--- src/rtl/wb_pkg.sv ---
// rtl/wb_pkg.sv - shared types and constants for the MEM/WB writeback stage
package wb_pkg;

  localparam int WB_DATA_W     = 32;
  localparam int WB_REG_ADDR_W = 5;

  typedef enum logic [2:0] {
    LT_LW  = 3'd0,
    LT_LH  = 3'd1,
    LT_LHU = 3'd2,
    LT_LB  = 3'd3,
    LT_LBU = 3'd4
  } load_type_e;

  typedef enum logic {
    S_IDLE = 1'b0,
    S_WAIT = 1'b1
  } wb_state_e;

  typedef struct packed {
    logic                     regwrite;
    logic                     memtoreg;
    load_type_e               loadtype;
    logic [1:0]               byteoff;
    logic [WB_REG_ADDR_W-1:0] addr;
    logic [WB_DATA_W-1:0]     alu;
  } mem_wb_entry_t;

  // Halfwords need an even offset, words (and reserved encodings, which act as LW) a zero offset.
  function automatic logic is_misaligned(input load_type_e lt, input logic [1:0] off);
    logic r;
    case (lt)
      LT_LH, LT_LHU: r = off[0];
      LT_LB, LT_LBU: r = 1'b0;
      default:       r = (off != 2'd0);
    endcase
    return r;
  endfunction

endpackage

--- src/rtl/wb_stage_load_formatter.sv ---
// rtl/wb_stage_load_formatter.sv - big-endian sub-word select and sign/zero extension for loads
module load_formatter
  import wb_pkg::*;
#(
  parameter int DATA_W = WB_DATA_W
) (
  input  load_type_e        i_load_type,
  input  logic [1:0]        i_byte_off,
  input  logic [DATA_W-1:0] i_word,
  output logic [DATA_W-1:0] o_data
);

  logic [7:0]  w_byte;
  logic [15:0] w_half;

  // Pick the addressed byte and halfword; offset 0 is the most significant lane.
  always_comb begin
    w_byte = i_word[DATA_W-25 -: 8];
    case (i_byte_off)
      2'd0:    w_byte = i_word[DATA_W-1  -: 8];
      2'd1:    w_byte = i_word[DATA_W-9  -: 8];
      2'd2:    w_byte = i_word[DATA_W-17 -: 8];
      default: w_byte = i_word[DATA_W-25 -: 8];
    endcase
    w_half = i_byte_off[1] ? i_word[DATA_W-17 -: 16] : i_word[DATA_W-1 -: 16];
  end

  // Extend the selected lane to full width; unknown encodings pass the word through like LW.
  always_comb begin
    o_data = i_word;
    case (i_load_type)
      LT_LH:   o_data = {{(DATA_W-16){w_half[15]}}, w_half};
      LT_LHU:  o_data = {{(DATA_W-16){1'b0}}, w_half};
      LT_LB:   o_data = {{(DATA_W-8){w_byte[7]}}, w_byte};
      LT_LBU:  o_data = {{(DATA_W-8){1'b0}}, w_byte};
      default: o_data = i_word;
    endcase
  end

endmodule

--- src/rtl/wb_stage.sv ---
// rtl/wb_stage.sv - MEM/WB register and writeback formatter; optional WB_MISALIGN_CHECK_EN adds MisalignErr__o
module wb_stage
  import wb_pkg::*;
#(
  parameter int DATA_W     = WB_DATA_W,
  parameter int REG_ADDR_W = WB_REG_ADDR_W
) (
  input  logic                  clock__i,
  input  logic                  rst__i,
  input  logic                  Valid__i,
  input  logic                  RegWrite__i,
  input  logic                  MemToReg__i,
  input  logic [2:0]            LoadType__i,
  input  logic [1:0]            ByteOff__i,
  input  logic [REG_ADDR_W-1:0] AddrRd__i,
  input  logic [DATA_W-1:0]     AluResult__i,
  input  logic [DATA_W-1:0]     MemRdata__i,
  input  logic                  MemRdValid__i,
  input  logic                  Flush__i,
  output logic                  Stall__o,
  output logic                  RegWrite__o,
  output logic [REG_ADDR_W-1:0] AddrRd__o,
  output logic [DATA_W-1:0]     DataRd__o
`ifdef WB_MISALIGN_CHECK_EN
  ,
  output logic                  MisalignErr__o
`endif
);

  wb_state_e             r_state;
  wb_state_e             w_state_nxt;
  mem_wb_entry_t         r_entry;
  mem_wb_entry_t         w_in_entry;
  mem_wb_entry_t         w_sel_entry;
  logic                  w_accept;
  logic                  w_commit;
  logic                  w_hold_load;
  logic                  w_wr_en;
  logic                  w_misalign;
  logic [DATA_W-1:0]     w_fmt;
  logic [DATA_W-1:0]     w_wdata;
  logic                  r_regwrite;
  logic [REG_ADDR_W-1:0] r_addr;
  logic [DATA_W-1:0]     r_data;
`ifdef WB_MISALIGN_CHECK_EN
  logic                  r_misalign;
`endif

  assign w_accept = Valid__i & ~Flush__i;

  // Pack the incoming MEM entry so it can be parked while a load waits on memory.
  always_comb begin
    w_in_entry          = '0;
    w_in_entry.regwrite = RegWrite__i;
    w_in_entry.memtoreg = MemToReg__i;
    w_in_entry.loadtype = load_type_e'(LoadType__i);
    w_in_entry.byteoff  = ByteOff__i;
    w_in_entry.addr     = AddrRd__i;
    w_in_entry.alu      = AluResult__i;
  end

  // While waiting, the parked entry drives writeback; otherwise the live MEM entry does.
  assign w_sel_entry = (r_state == S_WAIT) ? r_entry : w_in_entry;

  load_formatter #(
    .DATA_W(DATA_W)
  ) u_load_formatter (
    .i_load_type(w_sel_entry.loadtype),
    .i_byte_off (w_sel_entry.byteoff),
    .i_word     (MemRdata__i),
    .o_data     (w_fmt)
  );

  // State register.
  always_ff @(posedge clock__i) begin
    if (rst__i) r_state <= S_IDLE;
    else        r_state <= w_state_nxt;
  end

  // Next state: enter WAIT on a load whose data has not arrived, leave on the response.
  always_comb begin
    w_state_nxt = r_state;
    case (r_state)
      S_IDLE:  if (w_accept && MemToReg__i && !MemRdValid__i) w_state_nxt = S_WAIT;
      S_WAIT:  if (MemRdValid__i) w_state_nxt = S_IDLE;
      default: w_state_nxt = S_IDLE;
    endcase
  end

  // FSM outputs: stall while load data is outstanding, commit when the entry can retire.
  always_comb begin
    Stall__o    = 1'b0;
    w_commit    = 1'b0;
    w_hold_load = 1'b0;
    case (r_state)
      S_IDLE: begin
        if (w_accept) begin
          if (MemToReg__i && !MemRdValid__i) begin
            Stall__o    = 1'b1;
            w_hold_load = 1'b1;
          end else begin
            w_commit = 1'b1;
          end
        end
      end
      S_WAIT: begin
        if (MemRdValid__i) w_commit = 1'b1;
        else               Stall__o = 1'b1;
      end
      default: ;
    endcase
  end

  // Park the load entry for the duration of the wait.
  always_ff @(posedge clock__i) begin
    if (rst__i)           r_entry <= '0;
    else if (w_hold_load) r_entry <= w_in_entry;
  end

  // Writeback data and enable; loads always write, r0 and misaligned accesses never do.
  always_comb begin
    w_wdata = w_sel_entry.memtoreg ? w_fmt : w_sel_entry.alu;
`ifdef WB_MISALIGN_CHECK_EN
    w_misalign = w_sel_entry.memtoreg & is_misaligned(w_sel_entry.loadtype, w_sel_entry.byteoff);
`else
    w_misalign = 1'b0;
`endif
    w_wr_en = w_commit & (w_sel_entry.memtoreg | w_sel_entry.regwrite) &
              (w_sel_entry.addr != '0) & ~w_misalign;
  end

  // Registered register-file write port; address and data hold when nothing retires.
  always_ff @(posedge clock__i) begin
    if (rst__i) begin
      r_regwrite <= 1'b0;
      r_addr     <= '0;
      r_data     <= '0;
    end else begin
      r_regwrite <= w_wr_en;
      if (w_commit) begin
        r_addr <= w_sel_entry.addr;
        r_data <= w_wdata;
      end
    end
  end

`ifdef WB_MISALIGN_CHECK_EN
  // Misalignment flag pulses in the cycle the suppressed write would have appeared.
  always_ff @(posedge clock__i) begin
    if (rst__i) r_misalign <= 1'b0;
    else        r_misalign <= w_commit & w_misalign;
  end

  assign MisalignErr__o = r_misalign;
`endif

  assign RegWrite__o = r_regwrite;
  assign AddrRd__o   = r_addr;
  assign DataRd__o   = r_data;

endmodule
--- config.mk ---
export PLATFORM = sky130hd
export DESIGN_NAME = wb_stage
export DESIGN_NICKNAME = d
export VERILOG_FILES = /design/src/rtl/wb_pkg.sv /design/src/rtl/wb_stage_load_formatter.sv /design/src/rtl/wb_stage.sv
export SDC_FILE = /design/constraint.sdc
export NUM_CORES = 1
export LEC_CHECK = 0
export ABC_AREA = 1
export CORE_ASPECT_RATIO = 1.75
export CORE_MARGIN = 8
export CORE_UTILIZATION = 50
export DETAILED_ROUTE_END_ITERATION = 7
export PLACE_DENSITY = 0.8
export SKIP_CTS_REPAIR_TIMING = 1
export SYNTH_ARGS = -nofsm -noshare
export SYNTH_HDL_FRONTEND = slang
export SYNTH_HIERARCHICAL = 1
export SYNTH_SLANG_ARGS = --single-unit
--- constraint.sdc ---
create_clock -name clock__i -period 3 [get_ports clock__i]
set_input_delay 0.6 -clock clock__i [delete_from_list [all_inputs] [get_ports clock__i]]
set_output_delay 0.6 -clock clock__i [all_outputs]
set_load 0.01 [all_outputs]
==> results_dict.tcl <==
set metrics [dict create \
    power_frac_clock_pct 37.9 \
    timing.final.max_slew_violations 0 \
    synthesis.nets 973 \
    io_buffer_count 119 \
    pwr_density_cell_nw_per_um2 463 \
    layout.area.seq_um2 1660 \
    comb_power_share_pct 23.6 \
    cpPeakStageDelay_ns 0.58 \
    fin_skew_ns 0.00667 \
    rows 49 \
    result_of_the_run "complete, no violations" \
    place.gp.congestion 0.995 \
    worst_setup_path_start_kind "primary input" \
    finalSetupViolCount 0 \
    yosys_warnings 6 \
    crit_path_top_delay_cell "clkdlybuf4s50_1" \
    fmaxAchievable_ghz 0.393 \
    cp_max_fo 2 \
    drt_drc_violations_left 0 \
    antenna_cells 0 \
    worst_slew_margin_rel_pct 62.9 \
    ys_top_cells_by_area "dfxtp_1 32%, nor2_1 14%, nand3_1 14%" \
    vdd_drop_max_v 0.000325 \
    detailedPlacementHpwl_um 11800 \
    totalNegativeSetupSlack_ns 0 \
    clock_latency_on_the_worst_skew_pair_ns 0.34 \
    hold_path_class "flip-flop to flip-flop" \
    synth_top_area_cell "dfxtp_1" \
    numCtsBuffers 9 \
    dr.first_iter.drc_count 339 \
    critical_path_class "primary input to output port" \
    switchingPower_uw 892 \
    final_nets 1059 \
    post_drt_wl_per_cell_um 14.6 \
    syn_avg_cell_area_um2 5.90 \
    worst-endpoint-required_ns 2.40 \
    internal_dissipation_mw 2.22 \
    floorplan_die_area_um2 14200 \
    yosysUniqueCellTypes 23 \
    cp_data_arrival_time_ns 1.94 \
    placeableCoreArea_um2 10200 \
    clk_path_buf_depth 2 \
    floorplan.die.width_um 93.5 \
    detail-route-antenna-nets 0 \
    track_usage_pct 23.3 \
    post_route_cells_drive_above_1_share_pct 5.40 \
    worstPathCellList "clkdlybuf4s50_1 -> inv_1 -> nand2_4 -> nand2_4 -> nor2_1 -> clkdlybuf4s50_1" \
    first_global_vias 5294 \
    floorplan.initialDensity_pct 51.4 \
    tritoncts "built" \
    grt_first_pass_wirelength_um 26200 \
    tightest_slew_ns 0.556 \
    period_utilisation_layout_pct 84.8 \
    grt_start_max_net_pins 45 \
    synth-seq-area-share_pct 31.6 \
    pin_count 120 \
    sw_frac_of_total_pct 28.7 \
    synthToLayoutAreaGrowth_pct 27.7 \
    multi_input_comb_area_um2 2870 \
    power.static_leakage_nw 2.92 \
    final_design_area_no_fill_um2 6720 \
    drtPass1Iterations 5 \
    number_of_maximum_capacitance_violations 0 \
    tritoncts_num_sinks 83 \
    timing.final.crit_period_ns 2.54 \
    synth_top_area_share_pct 31.6 \
    mappedNetlistArea_um2 5260 \
    vias 5776 \
    layout.cells.most_common_list "203 x nor2_1, 172 x nand2_1, 148 x nand3_1" \
    ys_ff_latch 83 \
    post_synth_inst_count 892 \
    unrepaired_setup_endpoints_after_global_routing "false" \
    fillers 981 \
    initial_antenna_violation_count 0 \
    timing.final.hold_violations 0 \
    sequentialPowerShare_pct 38.4 \
    detail_route.wirelength_um 16200 \
    clkSlewWorstSetupHoldPaths_ns 0.06 \
    place_area_um2 6410 \
    mostFrequentLayoutCell "nor2_1" \
    vias_per_cell 5.21 \
    die_h_um 152 \
    globalRoute.totalOverflow 0 \
    crit_path_end_kind "output port" \
    htreeDepth 3 \
    root_buffer "clkbuf_16" \
]
==> sequential cells by signal, summed over array words and instances, names as in the netlist <==
| signal | count |
|---|---|
| AddrRd__o | 5 |
| DataRd__o | 32 |
| RegWrite__o | 1 |
| r_entry | 44 |
| r_state | 1 |
==> metrics by stage <==
step | setup slack [ns] | power, mW | hold WS [ns] | utilization, % | std cells
finish | 0.455 | 3.11 | 0.463 | 65.6 | 1109
CTS | 0.441 | 3.11 | 0.461 | 65.6 | 1109
floorplan | 1.15 | 1.65 | 0.429 | - | 892
global placement | 0.364 | 1.94 | 0.444 | 62.6 | 1094
global route | 0.410 | 3.25 | 0.488 | 65.6 | 1109
detailed placement | 0.341 | 1.95 | 0.452 | 62.6 | 1094
==> cell usage after synthesis <==
| master | instances |
|---|---|
| buf_6 | 7 |
| o21ai_2 | 1 |
| dfxtp_1 | 83 |
| a21oi_1 | 14 |
| buf_2 | 31 |
| o21ai_0 | 96 |
| clkbuf_1 | 14 |
| nand3_2 | 5 |
| nand2_1 | 172 |
| nor2_4 | 1 |
| inv_2 | 4 |
| nand3_4 | 1 |
| nor3_1 | 1 |
| clkinv_1 | 1 |
| buf_4 | 8 |
| nand2_2 | 2 |
| nand2_4 | 4 |
| nand3_1 | 148 |
| inv_6 | 1 |
| nand4_4 | 1 |
| inv_1 | 93 |
| nor2_1 | 203 |
| clkinv_2 | 1 |
==> worst paths after layout <==
kind / slack (ns) / start / to / depth (start not counted)
setup / recovery: 0.46 / MemToReg__i / Stall__o / 6
hold / removal: 0.46 / r_entry[42] / r_entry[42] / 2
setup reg to reg: 0.89 / r_state / DataRd__o[30] / 12
hold reg to reg: 0.46 / r_entry[42] / r_entry[42] / 2
==> power by group through the flow <==
stage                     Sequential (mW)  Clock [mW]  Combinational [mW]
after global placement               1.22           0               0.724
after global routing                 1.20        1.23               0.817
after CTS                            1.19        1.19               0.730
after detailed placement             1.22           0               0.726
after floorplan                      1.23           0               0.420
final                                1.19        1.18               0.734
==> kinds of logic after synthesis <==
family | count (synthesis) | share of synthesized area [%]
buf+inv | 160 | 13.8
compound gates | 111 | 10.6
flops | 83 | 31.6
simple gates | 538 | 43.9
==> worst max-delay path, delay by kind of cell <==
kind          cells  cell delay, ns
buf+inv           3            1.13
simple gates      3            0.21
==> layout make-up <==
| type | instances | area share [%] |
|---|---|---|
| timing repair buffer | 135 | 19.9 |
| sequential | 83 | 24.8 |
| clock buffer | 10 | 3.41 |
| clock inverter | 5 | 1.17 |
| multi-input combinational | 649 | 42.7 |
| inverter | 100 | 5.68 |
| tap | 127 | 2.37 |
==> routing by layer <==
metal,global-route usage (%),vias up,part of all wire [%]
li1,-,2977,-
met1,28.7,2551,42
met2,38.4,212,48
met3,4.14,36,6.4
met4,10.3,0,3.2
met5,0,-,0
No activity file was read; power rests on OpenSTA's default activity.
==> variant (same settings) <==
Add a define of `WB_MISALIGN_CHECK_EN`.
--- a/src/rtl/wb_stage.sv
+++ b/src/rtl/wb_stage.sv
@@ -1,2 +1,4 @@
 // rtl/wb_stage.sv - MEM/WB register and writeback formatter; optional WB_MISALIGN_CHECK_EN adds MisalignErr__o
+`define WB_MISALIGN_CHECK_EN
+
 module wb_stage
Check against the original RTL (old outputs only; new: MisalignErr__o): not equivalent (a bounded check fails within 4 cycles, from zero or initial values and one cycle with rst__i high).
==> variant against the unedited design <==
Global-route usage is 2.1 points higher; clock skew down 0.0018 ns; cell area down 5.6%; setup slack gained 0.0034 ns; critical endpoint unchanged; hold slack worse by 0.018 ns; sequential cell count up 1; routed wire length grew 6.2%; synthesized area is 8.7% lower; power up 1.9%; sequential share of layout area rose by 1.8 points; combinational power down 8.2%.
==> variant: results (changes against the unedited design) <==
1st-pass router iterations -> 5 (unchanged)
Max clock buf depth -> 2 (unchanged)
Largest net degree at the start of global routing -> 74 (was 45)
Status -> finished clean (unchanged)
Placed cell count -> 961 (was 1094)
Via count -> 5522 (was 5776)
Ant diodes -> 0 (unchanged)
CTS Buf Count -> 9 (unchanged)
Synthesized area per cell -> 6.347 um2 (was 5.897 um2)
First-pass GRT wire length -> 27.13 mm (was 26.24 mm)
FFs w/ async S/R, synth -> 0 (unchanged)
Largest fanout on the critical path -> 3 (was 2)
Layout cell share with drive strength beyond 1 -> 0.06433 (was 0.05397)
DP HPWL -> 12.77 mm (was 11.79 mm)
Routed vias/inst -> 5.652 (was 5.208)
Vias in the first global route -> 5230 (was 5294)
Top reg by flops -> r_entry (unchanged)
Warnings from Yosys -> 6 (unchanged)
Cell variety after synth -> 24 (was 23)
Hold/Removal Path Class -> register to register (unchanged)
RD Place Congestion -> 0.9720 (was 0.9954)
Reg clk slew, reported paths -> 0.06 ns (about the same)
Sequential area share after synthesis -> 0.3500 (was 0.3159)
H-tree levels -> 3 (unchanged)
Max VDD drop -> 0.5089 mV (was 0.3246 mV)
Clk root buf -> clkbuf_16 (unchanged)
Syn nets -> 838 (was 973)
Synth area leaders -> dfxtp_1, nand2_1, a21oi_1, nand3_1, o21ai_0 (was dfxtp_1, nor2_1, nand3_1, nand2_1, o21ai_0)
Buffers on Ports -> 120 (was 119)
Primary FF master, synth -> dfxtp_1 (unchanged)
Fin nets -> 931 (was 1059)
Wire per inst -> 17.62 um (was 14.61 um)
Clk_lat worst skew -> 0.34 ns (about the same)
P_leak -> 2.738 nW (was 2.916 nW)
Worst path arrival time -> 1.94 ns (about the same)
Sw Share -> 0.2722 (was 0.2871)
Synth cell count leaders -> nand2_1, a21oi_1, nand3_1 (was nor2_1, nand2_1, nand3_1)
Initial antenna violation count -> 0 (unchanged)
Max reg flops -> 44 (unchanged)
GRT Total Usage -> 0.2532 (was 0.2326)
Slew of the pin with the lowest slew margin -> 0.6595 ns (was 0.5556 ns)
Clock Skews -> 0.004826 ns (was 0.006669 ns)
Starting DRC count in detailed routing -> 554 (was 339)
Layout fillers -> 847 (was 981)
-- variant: worst paths after layout --
path / cells past startpoint / to / slack, ns / from
setup / recovery: 6 / Stall__o / 0.46 / Valid__i
hold / removal: 2 / r_entry[30]$_SDFFE_PP0P_ / 0.45 / r_entry[30]$_SDFFE_PP0P_
hold reg to reg: 2 / r_entry[30]$_SDFFE_PP0P_ / 0.45 / r_entry[30]$_SDFFE_PP0P_
setup reg to reg: 10 / DataRd__o[28]$_SDFFE_PP0P_ / 0.55 / r_state$_SDFF_PP0_
-- variant: area by class of cell --
cell class                      instances  area (um2)  area share
Clock inverter                          6       111.4     0.01755
Clock buffer                           10       239.0     0.03767
Multi-Input combinational cell        549        2557      0.4032
Sequential cell                        84        1682      0.2651
Tap cell                              122       152.6     0.02406
Timing Repair Buffer                  137        1341      0.2114
Inverter                               69       260.3     0.04103
-- variant: power groups by stage --
stage	combinational, mW	sequential (mW)	clock, mW
after CTS	0.671	1.21	1.29
after floorplan	0.352	1.24	0
after global placement	0.659	1.23	0
after detailed placement	0.666	1.23	0
after global routing	0.736	1.21	1.34
final	0.674	1.21	1.29
-- variant: worst max-delay path: stages --
cell and delay [ns]:
clkdlybuf4s50_1 0.45, nand2_1 0.06, nand2_1 0.11, inv_1 0.07
nor2_1 0.09, clkdlybuf4s50_1 0.55
-- variant: metrics by stage --
stage	setup WS [ns]	instance area (um2)	utilization
3_5_place_dp	0.2688	5993	0.6370
3_3_place_gp	0.2562	5993	0.6370
4_1_cts	0.4468	6344	0.6742
2_1_floorplan	1.078	4805	-
5_1_grt	0.3392	6344	0.6742
6_report	0.4586	6344	0.6742
-- variant: logic make-up (layout without fill, tap and decap cells) --
logic type	Yosys count	after routing	synth area share
flops	84	84	0.3500
buf+inv	124	222	0.1182
simple gates	322	322	0.2945
compound gates	227	227	0.2372
-- variant: routing by layer --
metal  global-route usage  vias to the layer above  routed length, um
li1                     -                     2681                  -
met1               0.2665                     2556               6287
met2               0.4593                      239               9098
met3              0.03977                       46                974
met4               0.1509                        0                849
met5                    0                        -                  0
